File: src/rtl/clock_pkg.sv
// Shared constants for the calendar blocks: BCD digit width and the one-hot
// month-length codes exchanged between month_year_counter and century_clock.
package clock_pkg;
  localparam int BCD_W = 4;

  localparam logic [3:0] DM_31 = 4'b0001;
  localparam logic [3:0] DM_30 = 4'b0010;
  localparam logic [3:0] DM_29 = 4'b0100;
  localparam logic [3:0] DM_28 = 4'b1000;

  function automatic logic bcd_ok(input logic [BCD_W-1:0] d);
    return d <= 4'd9;
  endfunction
endpackage

File: src/rtl/month_len_lut.sv
// Combinational month-length decode: maps a BCD month/year to the one-hot
// day_mode code, including the two-digit leap-year rule.
module month_len_lut import clock_pkg::*; (
  input  logic             month_ten,
  input  logic [BCD_W-1:0] month_unit,
  input  logic [BCD_W-1:0] year_ten,
  input  logic [BCD_W-1:0] year_unit,
  input  logic             leap_00,
  output logic [3:0]       day_mode
);
  logic leap;

  always_comb begin
    leap = 1'b0;
    // Divisible by 4 in BCD: even tens need units 0/4/8, odd tens need 2/6.
    if (year_ten == 4'd0 && year_unit == 4'd0)
      leap = leap_00;
    else if (!year_ten[0])
      leap = (year_unit == 4'd0) || (year_unit == 4'd4) || (year_unit == 4'd8);
    else
      leap = (year_unit == 4'd2) || (year_unit == 4'd6);
  end

  always_comb begin
    day_mode = DM_31;
    if (!month_ten) begin
      case (month_unit)
        4'd2:                 day_mode = leap ? DM_29 : DM_28;
        4'd4, 4'd6, 4'd9:     day_mode = DM_30;
        default:              day_mode = DM_31;
      endcase
    end else if (month_unit == 4'd1) begin
      day_mode = DM_30;
    end
  end
endmodule

File: src/rtl/month_year_counter.sv
// BCD month (01..12) / year (00..99) counter advanced by the day-wrap carry,
// with a validated date-load port and registered month-length output.
module month_year_counter import clock_pkg::*; #(
  parameter logic LEAP_00 = 1'b1
) (
  input  logic             clk,
  input  logic             rst_n,
  input  logic             en,
  input  logic             pulse_day,
  input  logic             load,
  input  logic             load_month_ten,
  input  logic [BCD_W-1:0] load_month_unit,
  input  logic [BCD_W-1:0] load_year_ten,
  input  logic [BCD_W-1:0] load_year_unit,
  output logic             month_ten,
  output logic [BCD_W-1:0] month_unit,
  output logic [BCD_W-1:0] year_ten,
  output logic [BCD_W-1:0] year_unit,
  output logic [3:0]       day_mode,
  output logic             pulse_year,
  output logic             pulse_century,
  output logic             load_err
);
  logic             month_ten_q, month_ten_d;
  logic [BCD_W-1:0] month_unit_q, month_unit_d;
  logic [BCD_W-1:0] year_ten_q, year_ten_d;
  logic [BCD_W-1:0] year_unit_q, year_unit_d;
  logic [3:0]       day_mode_q, day_mode_d;
  logic             pulse_year_q, pulse_year_d;
  logic             pulse_century_q, pulse_century_d;
  logic             load_err_q, load_err_d;
  logic             month_legal, load_ok;

  assign month_legal = load_month_ten ? (load_month_unit <= 4'd2)
                                      : (load_month_unit != 4'd0 && bcd_ok(load_month_unit));
  assign load_ok = month_legal && bcd_ok(load_year_ten) && bcd_ok(load_year_unit);

  always_comb begin
    month_ten_d     = month_ten_q;
    month_unit_d    = month_unit_q;
    year_ten_d      = year_ten_q;
    year_unit_d     = year_unit_q;
    pulse_year_d    = 1'b0;
    pulse_century_d = 1'b0;
    load_err_d      = 1'b0;

    // A load in the same cycle as a day carry swallows the carry.
    if (load) begin
      if (load_ok) begin
        month_ten_d  = load_month_ten;
        month_unit_d = load_month_unit;
        year_ten_d   = load_year_ten;
        year_unit_d  = load_year_unit;
      end else begin
        load_err_d = 1'b1;
      end
    end else if (en && pulse_day) begin
      if (month_ten_q && month_unit_q == 4'd2) begin
        month_ten_d  = 1'b0;
        month_unit_d = 4'd1;
        pulse_year_d = 1'b1;
        if (year_unit_q == 4'd9) begin
          year_unit_d = 4'd0;
          if (year_ten_q == 4'd9) begin
            year_ten_d      = 4'd0;
            pulse_century_d = 1'b1;
          end else begin
            year_ten_d = year_ten_q + 4'd1;
          end
        end else begin
          year_unit_d = year_unit_q + 4'd1;
        end
      end else if (month_unit_q == 4'd9) begin
        month_ten_d  = 1'b1;
        month_unit_d = 4'd0;
      end else begin
        month_unit_d = month_unit_q + 4'd1;
      end
    end
  end

  // Decode from the next-state date so day_mode lands with the new date.
  month_len_lut u_lut (
    .month_ten  (month_ten_d),
    .month_unit (month_unit_d),
    .year_ten   (year_ten_d),
    .year_unit  (year_unit_d),
    .leap_00    (LEAP_00),
    .day_mode   (day_mode_d)
  );

  always_ff @(posedge clk) begin
    if (!rst_n) begin
      month_ten_q     <= 1'b0;
      month_unit_q    <= 4'd1;
      year_ten_q      <= 4'd0;
      year_unit_q     <= 4'd0;
      day_mode_q      <= DM_31;
      pulse_year_q    <= 1'b0;
      pulse_century_q <= 1'b0;
      load_err_q      <= 1'b0;
    end else begin
      month_ten_q     <= month_ten_d;
      month_unit_q    <= month_unit_d;
      year_ten_q      <= year_ten_d;
      year_unit_q     <= year_unit_d;
      day_mode_q      <= day_mode_d;
      pulse_year_q    <= pulse_year_d;
      pulse_century_q <= pulse_century_d;
      load_err_q      <= load_err_d;
    end
  end

  assign month_ten     = month_ten_q;
  assign month_unit    = month_unit_q;
  assign year_ten      = year_ten_q;
  assign year_unit     = year_unit_q;
  assign day_mode      = day_mode_q;
  assign pulse_year    = pulse_year_q;
  assign pulse_century = pulse_century_q;
  assign load_err      = load_err_q;
endmodule

File: config.mk
export PLATFORM = sky130hd
export DESIGN_NAME = month_year_counter
export DESIGN_NICKNAME = d
export VERILOG_FILES = /design/src/rtl/clock_pkg.sv /design/src/rtl/month_len_lut.sv /design/src/rtl/month_year_counter.sv
export SDC_FILE = /design/constraint.sdc
export NUM_CORES = 1
export LEC_CHECK = 0
export BUFFER_PORTS_ARGS = -buffer_cell sky130_fd_sc_hd__buf_2
export CAP_MARGIN = 20
export CORE_MARGIN = 2
export CORE_UTILIZATION = 28
export CTS_CLUSTER_DIAMETER = 30
export DETAILED_ROUTE_END_ITERATION = 10
export PLACE_DENSITY = 0.53
export SLEW_MARGIN = 20
export SYNTH_ARGS = -nofsm -noshare
export SYNTH_HDL_FRONTEND = slang
export SYNTH_SLANG_ARGS = --single-unit
export TNS_END_PERCENT = 5
File: constraint.sdc
create_clock -name clk -period 2.44 [get_ports clk]
set_clock_uncertainty 0.05 [all_clocks]
set_input_delay 0.488 -clock clk [delete_from_list [all_inputs] [get_ports clk]]
set_output_delay 0.488 -clock clk [all_outputs]
set_load 0.03 [all_outputs]
After elaboration in Yosys (flattened, before gate mapping) --
Index checks and enable logic that the tools add are counted.
Word-level totals: register bits after elaboration 20, input bits 18, memory bits (writable) 0, logic and storage cells 79, latch bits 0, bits in read-only memories 0, memories kept 0
Operators by class: $add $sub $neg 3, shift operators 0, reductions and logical operators 16, multipliers 0, bitwise logic cells 4, divide/modulo/power cells 0, equality and inequality tests 13, $lt $le $gt $ge 4, muxes and demuxes 31
Operators with widths (count):
- two-way mux 4 bit | 18
- equality test 4 bit (second input constant) | 5
- equality test 4 x 3 -> 1 bit (second input constant) | 4
- adder 4 x 1 -> 4 bit (second input constant) | 3
- equality test 4 x 2 -> 1 bit (second input constant) | 3
- <= comparator 4 bit (second input constant) | 3
- two-way mux 1 bit | 11
- zero test 4 bit | 2
- one-hot mux 4 bit (2 select lines) | 1
- logical AND 1 bit | 6
- OR reduction 3 bit | 2
- OR reduction 5 bit | 1
- equality test 4 x 1 -> 1 bit (second input constant) | 1
- <= comparator 4 x 2 -> 1 bit (second input constant) | 1
- NOT 1 bit | 4
- nonzero test 4 bit | 1
- logical OR 1 bit | 3
- two-way mux 2 bit | 1
- AND reduction 2 bit | 1

Longest topological paths before layout --
Gate-level depths: netlist (run 1).
depth in word-level cells 15, mapped depth 9

By module --
A second synthesis (run 1) with hierarchy kept.
Unflattened totals: cell total of the unflattened synthesis 172, area, all modules 1398.8 um2
Modules (own cells, without submodules):
- month_year_counter | cells an instance 156, times used 1, area each 1295.0 um2
- month_len_lut | cells an instance 16, times used 1, area each 103.8 um2

Least setup slack after synthesis (run 1) --
Ideal clock, no wire load.
path type input-to-reg, start input port load_month_unit[1], end register day_mode_q[2] (netlist: day_mode[2]), data required time 2.317 ns, arrival 2.281 ns, path buffers 0, setup slack 0.037 ns, library setup time 0.073 ns, stages 7, cell sequence or4_4 -> o211ai_4 -> or2_4 -> a311oi_2 -> nand3b_4 -> or3b_4 -> nor3b_2
Between the ends: cells in the longest elaborated chain, start to end 15, elaborated cells on any way between the ends 35, classes of those cells order compare (2); eq/ne (8); mux (14); reduce/logical (11)
RTL lines:
- start: declaration | RTL line month_year_counter.sv:12 | input logic [BCD_W-1:0] load_month_unit,
- <= comparator 4 bit or nonzero test 4 bit (tied branches) | RTL line clock_pkg.sv:12, month_year_counter.sv:35
- logical AND 1 bit | RTL line month_year_counter.sv:35 | : (load_month_unit != 4'd0 && bcd_ok(load_month_unit));
- two-way mux 1 bit | RTL line month_year_counter.sv:34 | assign month_legal = load_month_ten ? (load_month_unit <= 4'd2)
- logical AND 1 bit (2 in series) | RTL line month_year_counter.sv:36 | assign load_ok = month_legal && bcd_ok(load_year_ten) && bcd_ok(load_year_unit);
- two-way mux 4 bit | RTL line month_year_counter.sv:49 | if (load_ok) begin
- two-way mux 4 bit | RTL line month_year_counter.sv:48 | if (load) begin
- equality test 4 x 3 -> 1 bit or zero test 4 bit (tied branches) | RTL line month_len_lut.sv:19, month_len_lut.sv:16
- logical OR 1 bit (2 in series) | RTL line month_len_lut.sv:19 | leap = (year_unit == 4'd0) || (year_unit == 4'd4) || (year_unit == 4'd8);
- two-way mux 1 bit | RTL line month_len_lut.sv:18 | else if (!year_ten[0])
- two-way mux 1 bit | RTL line month_len_lut.sv:16 | if (year_ten == 4'd0 && year_unit == 4'd0)
- two-way mux 4 bit | RTL line month_len_lut.sv:28 | 4'd2: day_mode = leap ? DM_29 : DM_28;
- one-hot mux 4 bit (2 select lines) | RTL line month_len_lut.sv:27 | case (month_unit)
- two-way mux 4 bit (*) | RTL line month_len_lut.sv:26 | if (!month_ten) begin
- end signal: assignment | RTL line month_year_counter.sv:107 | day_mode_q <= day_mode_d;
- end: declaration | RTL line month_year_counter.sv:28 | logic [3:0] day_mode_q, day_mode_d;
Mark *: on every way between the ends. The rest lies on a longest branch, timed or not. A chain may end at the register's enable or synchronous reset.

Worst setup path after layout (run 1) --
start input port load_month_unit[2], end register day_mode_q[2] (netlist: day_mode[2])
Same word-level chain as after synthesis.

==> qor.csv, run 1 <==
metric,value,unit
total grt overflow,0,
DRT antenna net count,0,
cell area after synthesis,0.00137,sq mm
power per cell area,488,mW/mm^2
max-cap violations,0,
CTS sink cnt,20,
global routing's busiest layer,met2,
synth warn,0,
CP Max Fanout,7,
type of the worst setup path,input pin to flop,
most frequent cell after synthesis,dfxtp_1,
Die Ht,74.0,um
post-synthesis register bit count,20,
asr flop ratio synth,0,
Buffers on Ports,37,
H-tree depth,1,
Final Wtd Congestion,0.840,
Num CTS Buffers,3,
ratio of cells with drive above 1 in the final layout,0.399,
Rows,25,
sequential cell area fraction in the yosys report,0.292,
syn nets,183,
Post-synth top flop,dfxtp_1,
synth top area cells,"dfxtp_1 29%, nor2_1 4.1%, xnor2_1 3.8%",
Peak VDD IR,319,uV
met1 usage,0.203,
design area,0.00191,sq mm
WL/cell,13.3,um
largest net degree at the start of global routing,17,
vias,1433,
Initial Util,0.290,
First DRT Iteration DRCs,100,
Pleak,0.000804,uW
CP peak stage delay,0.56,ns
Hold Buf Count CTS,0,
"area leader, netlist",dfxtp_1,
Worst EP required,2.58,ns
synth cell count leaders,"20 x dfxtp_1, 15 x nor2_1, 13 x nand2_1",
routing usage on met2,0.243,
IO Pins,38,
core footprint,0.00472,sq mm
final setup TNS,0,ns
fin crit share,0.972,
Tot Pwr,932,uW
DP Area,0.00180,sq mm
Vias/cell,4.86,
DIE WIDTH,74.0,um
Clk Tree Root Cell,clkbuf_8,
Initial DRT Pass Iterations,4,
HPWL after detailed placement,2950,um
Die ar.,0.00547,sq mm
Critical-path top delay cell,or4_4,
TritonCTS clock tree,yes,
Syn Area/Cell,8.31,sq um
critical path endpoint category,flop,
antenna violations before repair,0,
minimum clock period,2.37,ns
number of global-route vias before repair,1363,
RSZ-0062 raised after global routing,no,
Rel. slew slack,0.702,
Clock transition at path regs,0.07,ns
f_max,0.422,GHz
number of enable flip-flop cells after synthesis,0,
diode count,0,
crit-path cells,buf_2 -> or4_4 -> o211ai_4 -> or2_4 -> a311oi_4 -> nand3b_4 -> or3b_4 -> nor3b_2,
endpoints failing setup,0,
Area growth syn-to-layout,39.3,%
post-synth cell types,52,
GR Util met3,0.0325,
status,completed,
Startpoint Class,input pin,
worst-margin pin slew,0.446,ns
"Slew Viols, Final",0,
# DRC,0,
Clock Tree Buf Depth,2,
final hold violation count,0,
reg2reg setup slack,0.24,ns
first-pass GRT wire length,6380,um
CP Data Arrival Time,2.51,ns
Yosys top cell area share,0.292,
Post-Synthesis Cells,165,
clk_lat worst skew,0.25,ns
Hold Path Class,input pin to flop,
aggregate routed wire length,3930,um
"Net count, final",247,
GRT Util Overall,0.149,
layer usage:
metal / wire, um / part of all wire
met5: 0 / 0
met4: 8 / 0.0020
met3: 159 / 0.040
met2: 1860 / 0.47
met1: 1900 / 0.48
area by class of cell:
class,instances,area (sq um)
fillers,493,2810
multi-input cells,130,942
flip-flops and latches,20,400
repair buffers,65,395
well taps,67,83.8
clock buffers,4,55.1
inverters,9,33.8
per-stage QoR:
stage	util	setup slack [ns]	hold WS, ns	std cells
2_1_floorplan	-	0.0367	0.595	165
3_3_place_gp	0.381	-0.191	0.519	289
3_5_place_dp	0.381	-0.234	0.515	289
4_1_cts	0.393	0.0339	0.448	293
5_1_grt	0.405	0.0167	0.476	295
6_report	0.405	0.0686	0.457	295
final timing paths:
path,from,end,cells past startpoint
hold / removal,rst_n,month_unit[0],2
setup reg to reg,month_unit[0],day_mode[2],7
hold reg to reg,year_ten[2],year_ten[2],2
setup / recovery,load_month_unit[2],day_mode[2],8
state kept, by name (all words and copies together), names as in the netlist:
name and cells:
day_mode 4, month_unit 4, year_ten 4, year_unit 4, load_err 1, month_ten 1, pulse_century 1, pulse_year 1
what timing repair did:
| item | 4_1_cts | 5_1_grt |
|---|---|---|
| resized for setup | 0 | 5 |
| buffers inserted | 0 | 1 |
| endpoints found under the hold margin | 0 | 0 |
| endpoints found under the setup margin | 0 | 2 |
report_power, final:
group          switching, uW  total, uW  leakage (uW)  internal (uW)
clock                    103        246     0.0000288            143
combinational            175        312      0.000611            137
sequential              26.1        374      0.000164            348
total                    304        932      0.000804            629
critical path: cells and delay by family:
family	cells	cell delay [ns]
buffers and inverters	1	0.11
and+or+nand+nor	5	1.55
AOI/OAI and AO/OA	2	0.37
cells in the final DEF, fill, tap and decap left out, drive strengths merged, types with 4 or more instances in the layout:
master	count
nand3	5
nor2	15
nand2	13
o21ai	13
clkbuf	4
dfxtp	20
a311oi	5
nor3b	4
xnor2	6
nor2b	4
nor4	4
inv	9
nor3	6
a21oi	5
and2	4
buf	65
a211oi	5
logic make-up (layout without fill, tap and decap cells):
group / after synthesis / after routing / share of synthesized area
and+or+nand+nor: 74 / 74 / 0.320
AOI/OAI and AO/OA: 48 / 49 / 0.287
DFF: 20 / 20 / 0.292
buffers and inverters: 16 / 78 / 0.0556
xor gates and xnor gates: 6 / 6 / 0.0383
muxes: 1 / 1 / 0.00730
(Power assumes the default switching activity.)
==> run 2: changes to the inputs <==
Settings changed: ABC_AREA set to 1, CORE_UTILIZATION 28 to 40, PLACE_DENSITY 0.53 to 0.69.
==> run 2 against run 1 <==
Effect of this change:
- die area decreased by 26%
- synthesized area is 4.4% higher
- first-iteration DRC count grew 27%
- via count grew 7.5%
- clock power is 21% lower
- critical path depth rose by 3
- register-to-register slack improved by 0.45 ns
- global-route usage grew 2.8 points
- total power is 15% lower
- final cell count increased by 4.4%
- critical path type unchanged
==> qor.csv, run 2 <==
metric,value,unit
area of the multi-input gates,886,sq um
synth cell count leaders,"60 x nand2_1, 27 x nand3_1, 24 x inv_1",
Initial Util,0.422,
Clock transition at path regs,0.11,ns
Vias/cell,5.00,
met1 usage,0.238,
post-synthesis register bit count,20,
synth top area cells,"dfxtp_1 28%, nand2_1 16%, nand3_1 9.4%",
Worst EP required,2.59,ns
Num CTS Buffers,3,
Area growth syn-to-layout,17.5,%
Syn Area/Cell,6.36,sq um
worst-margin pin slew,0.486,ns
aggregate routed wire length,3400,um
sequential cell area fraction in the yosys report,0.280,
global routing's busiest layer,met2,
Post-CTS Setup Inserts,0,
number of enable flip-flop cells after synthesis,0,
Clock Tree Buf Depth,2,
# DRC,0,
Hold Buf Count CTS,0,
H-tree depth,1,
Rows,21,
ratio of cells with drive above 1 in the final layout,0.256,
WL/cell,11.0,um
Peak VDD IR,349,uV
most frequent cell after synthesis,nand2_1,
routing usage on met2,0.283,
hold slack final,0.347,ns
Buffers on Ports,37,
most frequent cells in the layout,"60 x nand2_1, 37 x buf_2, 27 x nand3_1, 24 x inv_1, 23 x nor2_1",
"Net count, final",281,
largest net degree at the start of global routing,19,
clk_lat worst skew,0.30,ns
f_max,0.562,GHz
power per cell area,470,mW/mm^2
Post-synth top flop,dfxtp_1,
endpoints failing setup,0,
First DRT Iteration DRCs,127,
flip-flop and latch area,400,sq um
final hold violation count,0,
Final Wtd Congestion,0.888,
# fillers,358,
Startpoint Class,input pin,
CP Data Arrival Time,1.93,ns
core footprint,0.00339,sq mm
total grt overflow,0,
Yosys top cell area share,0.280,
minimum clock period,1.78,ns
Rel. slew slack,0.676,
type of the worst setup path,input pin to flop,
final setup TNS,0,ns
Pleak,0.000872,uW
RSZ-0062 raised after global routing,no,
DIE WIDTH,63.8,um
Post-Synthesis Cells,225,
Hold Path Class,input pin to flop,
asr flop ratio synth,0,
syn nets,243,
cell area after synthesis,0.00143,sq mm
IO Pins,38,
"area leader, netlist",dfxtp_1,
post-synth cell types,32,
synth warn,0,
critical path endpoint category,flop,
max-cap violations,0,
Die ar.,0.00407,sq mm
CTS sink cnt,20,
vias,1540,
CP Max Fanout,18,
number of global-route vias before repair,1389,
TritonCTS clock tree,yes,
HPWL after detailed placement,2720,um
antenna violations before repair,0,
first-pass GRT wire length,5810,um
status,completed,
"commonest non-fill, non-tap cell in the layout",nand2_1,
GR Util met3,0.0246,
GRT Util Overall,0.176,
Tot Pwr,791,uW
Initial DRT Pass Iterations,4,
diode count,0,
Die Ht,63.8,um
Clk Tree Root Cell,clkbuf_4,
DRT antenna net count,0,
fin crit share,0.729,
"Slew Viols, Final",0,
post-CTS resize count,0,
## run 2: area by class of cell
| type | count | area share |
|---|---|---|
| multi-input combinational | 171 | 0.527 |
| sequential | 20 | 0.238 |
| timing repair buffer | 38 | 0.115 |
| inverter | 29 | 0.0647 |
| tap | 46 | 0.0342 |
| clock buffer | 4 | 0.0216 |
## run 2: path summary, 6_finish.rpt
kind	to	startpoint	cells after the start	slack, ns
worst max-delay path	day_mode[0]	load_year_ten[1]	11	0.66
worst min register to register	year_ten[3]	year_ten[3]	2	0.48
worst max register to register	day_mode[3]	month_unit[1]	13	0.69
worst min-delay path	month_unit[0]	rst_n	2	0.35
## run 2: metal layers
| metal | vias up | wire (um) |
|---|---|---|
| met1 | 683 | 1710 |
| met3 | 6 | 131 |
| met4 | 0 | 44 |
| met2 | 39 | 1510 |
| li1 | 812 | - |
| met5 | - | 0 |
## run 2: cell families (layout without fill, tap and decap cells)
group	count (synthesis)	count (layout)	share of synthesized area
flops	20	20	0.280
compound gates	32	32	0.122
simple gates	139	139	0.497
buf+inv	34	71	0.101
## run 2: critical path, stage by stage
cell     delay, ns
buf_2         0.10
o21ai_1       0.16
nand2_1       0.12
nor2_4        0.19
nand2_4       0.15
nand3_1       0.11
nand3_1       0.14
nor2_2        0.15
nand3_1       0.09
a21oi_2       0.14
o21ai_1       0.08
## run 2: metrics by stage
stage	cell area, sq um	std cells	worst slack, ns	utilization
6_report	1680	308	0.662	0.496
5_1_grt	1680	308	0.490	0.496
4_1_cts	1680	308	0.645	0.496
3_5_place_dp	1650	304	0.326	0.485
3_3_place_gp	1650	304	0.407	0.485
2_1_floorplan	1430	225	0.653	-
## run 2: power by group
part           switching [uW]  total [uW]  internal, uW
Sequential               18.4         363           344
Clock                     104         195          91.0
Combinational             161         233          72.1
Total                     283         791           507
==> run 3: changes to the inputs <==
Settings changed: PLACE_DENSITY 0.69 to 0.66.
Clock period 2.44 ns to 1.7 ns, I/O delays scaled along.
==> run 3 against run 2 <==
Effect of this change:
- total power rose by 53%
- global-route usage grew 2.0 points
- via count increased by 5.6%
- combinational power grew 74%
- sequential share of layout area is 2.3 points lower
- largest cell class unchanged
- highest routed layer unchanged
==> qor.csv, run 3 (synthesized netlist as in run 2, its figures left out) <==
metric,value,unit
Area growth syn-to-layout,33.1,%
largest net degree at the start of global routing,17,
DRT antenna net count,0,
R2R cell count,12,
crit-path cells,nor2_4 -> nand4_4 -> nor2_8 -> nand2_4 -> nand2_1 -> nand2_1 -> nor2_2 -> nor2_2 -> nand2_1 -> nand3_1 -> nor2_1 -> nor2_1,
Num CTS Buffers,3,
CP dominant cell by count,nand2_1,
Hold Path Class,input pin to flop,
DP Area,0.00184,sq mm
Clock Tree Buf Depth,2,
aggregate routed wire length,3720,um
final hold violation count,0,
WL/cell,11.1,um
fin crit share,0.953,
critical path endpoint category,flop,
Critical-path top delay cell,dfxtp_4,
"Slew Viols, Final",0,
Levels on crit path,12,
Worst EP required,1.86,ns
core footprint,0.00339,sq mm
GRT Util Overall,0.197,
hold slack final,0.187,ns
"commonest non-fill, non-tap cell in the layout",nand2_1,
vias,1626,
H-tree depth,1,
Clock transition at path regs,0.12,ns
design area,0.00191,sq mm
final setup margin,0.0803,ns
WP buf/inv,0,
Peak VDD IR,494,uV
CTS sink cnt,20,
minimum clock period,1.62,ns
antenna violations before repair,0,
"Net count, final",307,
Finished Core Util,0.562,
Clk Tree Root Cell,clkbuf_4,
TritonCTS clock tree,yes,
worst-margin pin slew,0.497,ns
RSZ-0062 raised after global routing,yes,
Die ar.,0.00407,sq mm
diode count,0,
WHS Path Cells,2,
CP peak stage delay,0.39,ns
Pleak,0.000999,uW
Buffers on Ports,37,
CP Max Fanout,8,
Rows,21,
most frequent cells in the layout,"55 x nand2_1, 37 x buf_2, 27 x nand3_1, 27 x buf_4, 23 x nor2_1",
CP Data Arrival Time,1.78,ns
Die Ht,63.8,um
# DRC,0,
endpoints failing setup,0,
status,completed,
Initial Util,0.422,
Initial DRT Pass Iterations,4,
First DRT Iteration DRCs,95,
ratio of cells with drive above 1 in the final layout,0.368,
reg2reg setup slack,0.08,ns
power per cell area,637,mW/mm^2
Rel. slew slack,0.668,
"delay-heaviest family, CP",simple AND/OR/NAND/NOR gates,
number of global-route vias before repair,1541,
max-cap violations,0,
Final Wtd Congestion,0.850,
Startpoint Class,flop,
IO Pins,38,
clk_lat worst skew,0.30,ns
f_max,0.617,GHz
Setup WS pre-CTS,-0.187,ns
total grt overflow,0,
first-pass GRT wire length,6540,um
type of the worst setup path,flop to flop,
DIE WIDTH,63.8,um
HPWL after detailed placement,3040,um
Vias/cell,4.87,
run 3: cell count changes in the layout (fill, tap and decap cells not counted), sizes merged:
cell / delta
buf: +26
run 3: timing repair:
action,4_1_cts,5_1_grt
hold buffers,0,0
endpoints found under the setup margin,3,9
setup buffers,0,1
pin swaps,0,1
gates resized for setup,1,12
gates cloned,0,0
run 3: worst paths after layout:
path                                    start             to
worst max-delay path            month_unit[0]    day_mode[3]
worst min-delay path                    rst_n  month_unit[0]
worst max register to register  month_unit[0]    day_mode[3]
worst min register to register    year_ten[3]    year_ten[3]
run 3: stage by stage:
stage | std cells | total power, uW | setup TNS [ns]
floorplan | 225 | 780 | 0
global placement | 329 | 922 | -0.461
detailed placement | 329 | 927 | -0.767
CTS | 333 | 1220 | 0
global route | 334 | 1290 | -0.131
finish | 334 | 1210 | 0
run 3: where the power goes:
| group | total, uW | internal [uW] | leakage, uW | switching (uW) |
|---|---|---|---|---|
| sequential | 519 | 495 | 0.000165 | 23.8 |
| clock | 289 | 131 | 0.0000210 | 159 |
| combinational | 405 | 154 | 0.000813 | 251 |
| total | 1210 | 779 | 0.000999 | 434 |
run 3: final cells by class:
type | count | area (sq um)
Fill cell | 360 | 1480
Multi-Input combinational cell | 171 | 906
Sequential cell | 20 | 409
Timing Repair Buffer | 64 | 388
Inverter | 29 | 109
Tap cell | 46 | 57.6
Clock buffer | 4 | 36.3
run 3: worst reg2reg max path, delay by kind of cell, from the launching register on:
kind	cells	cell delay, ns
simple gates	12	1.08
flops	1	0.39
run 3: metal layers:
layer  wire length (um)  vias up  GRT usage
met5                  0        -          0
met4                 52        0     0.0707
met2               1820       35      0.332
li1                   -      862          -
met1               1730      723      0.259
met3                122        6     0.0194
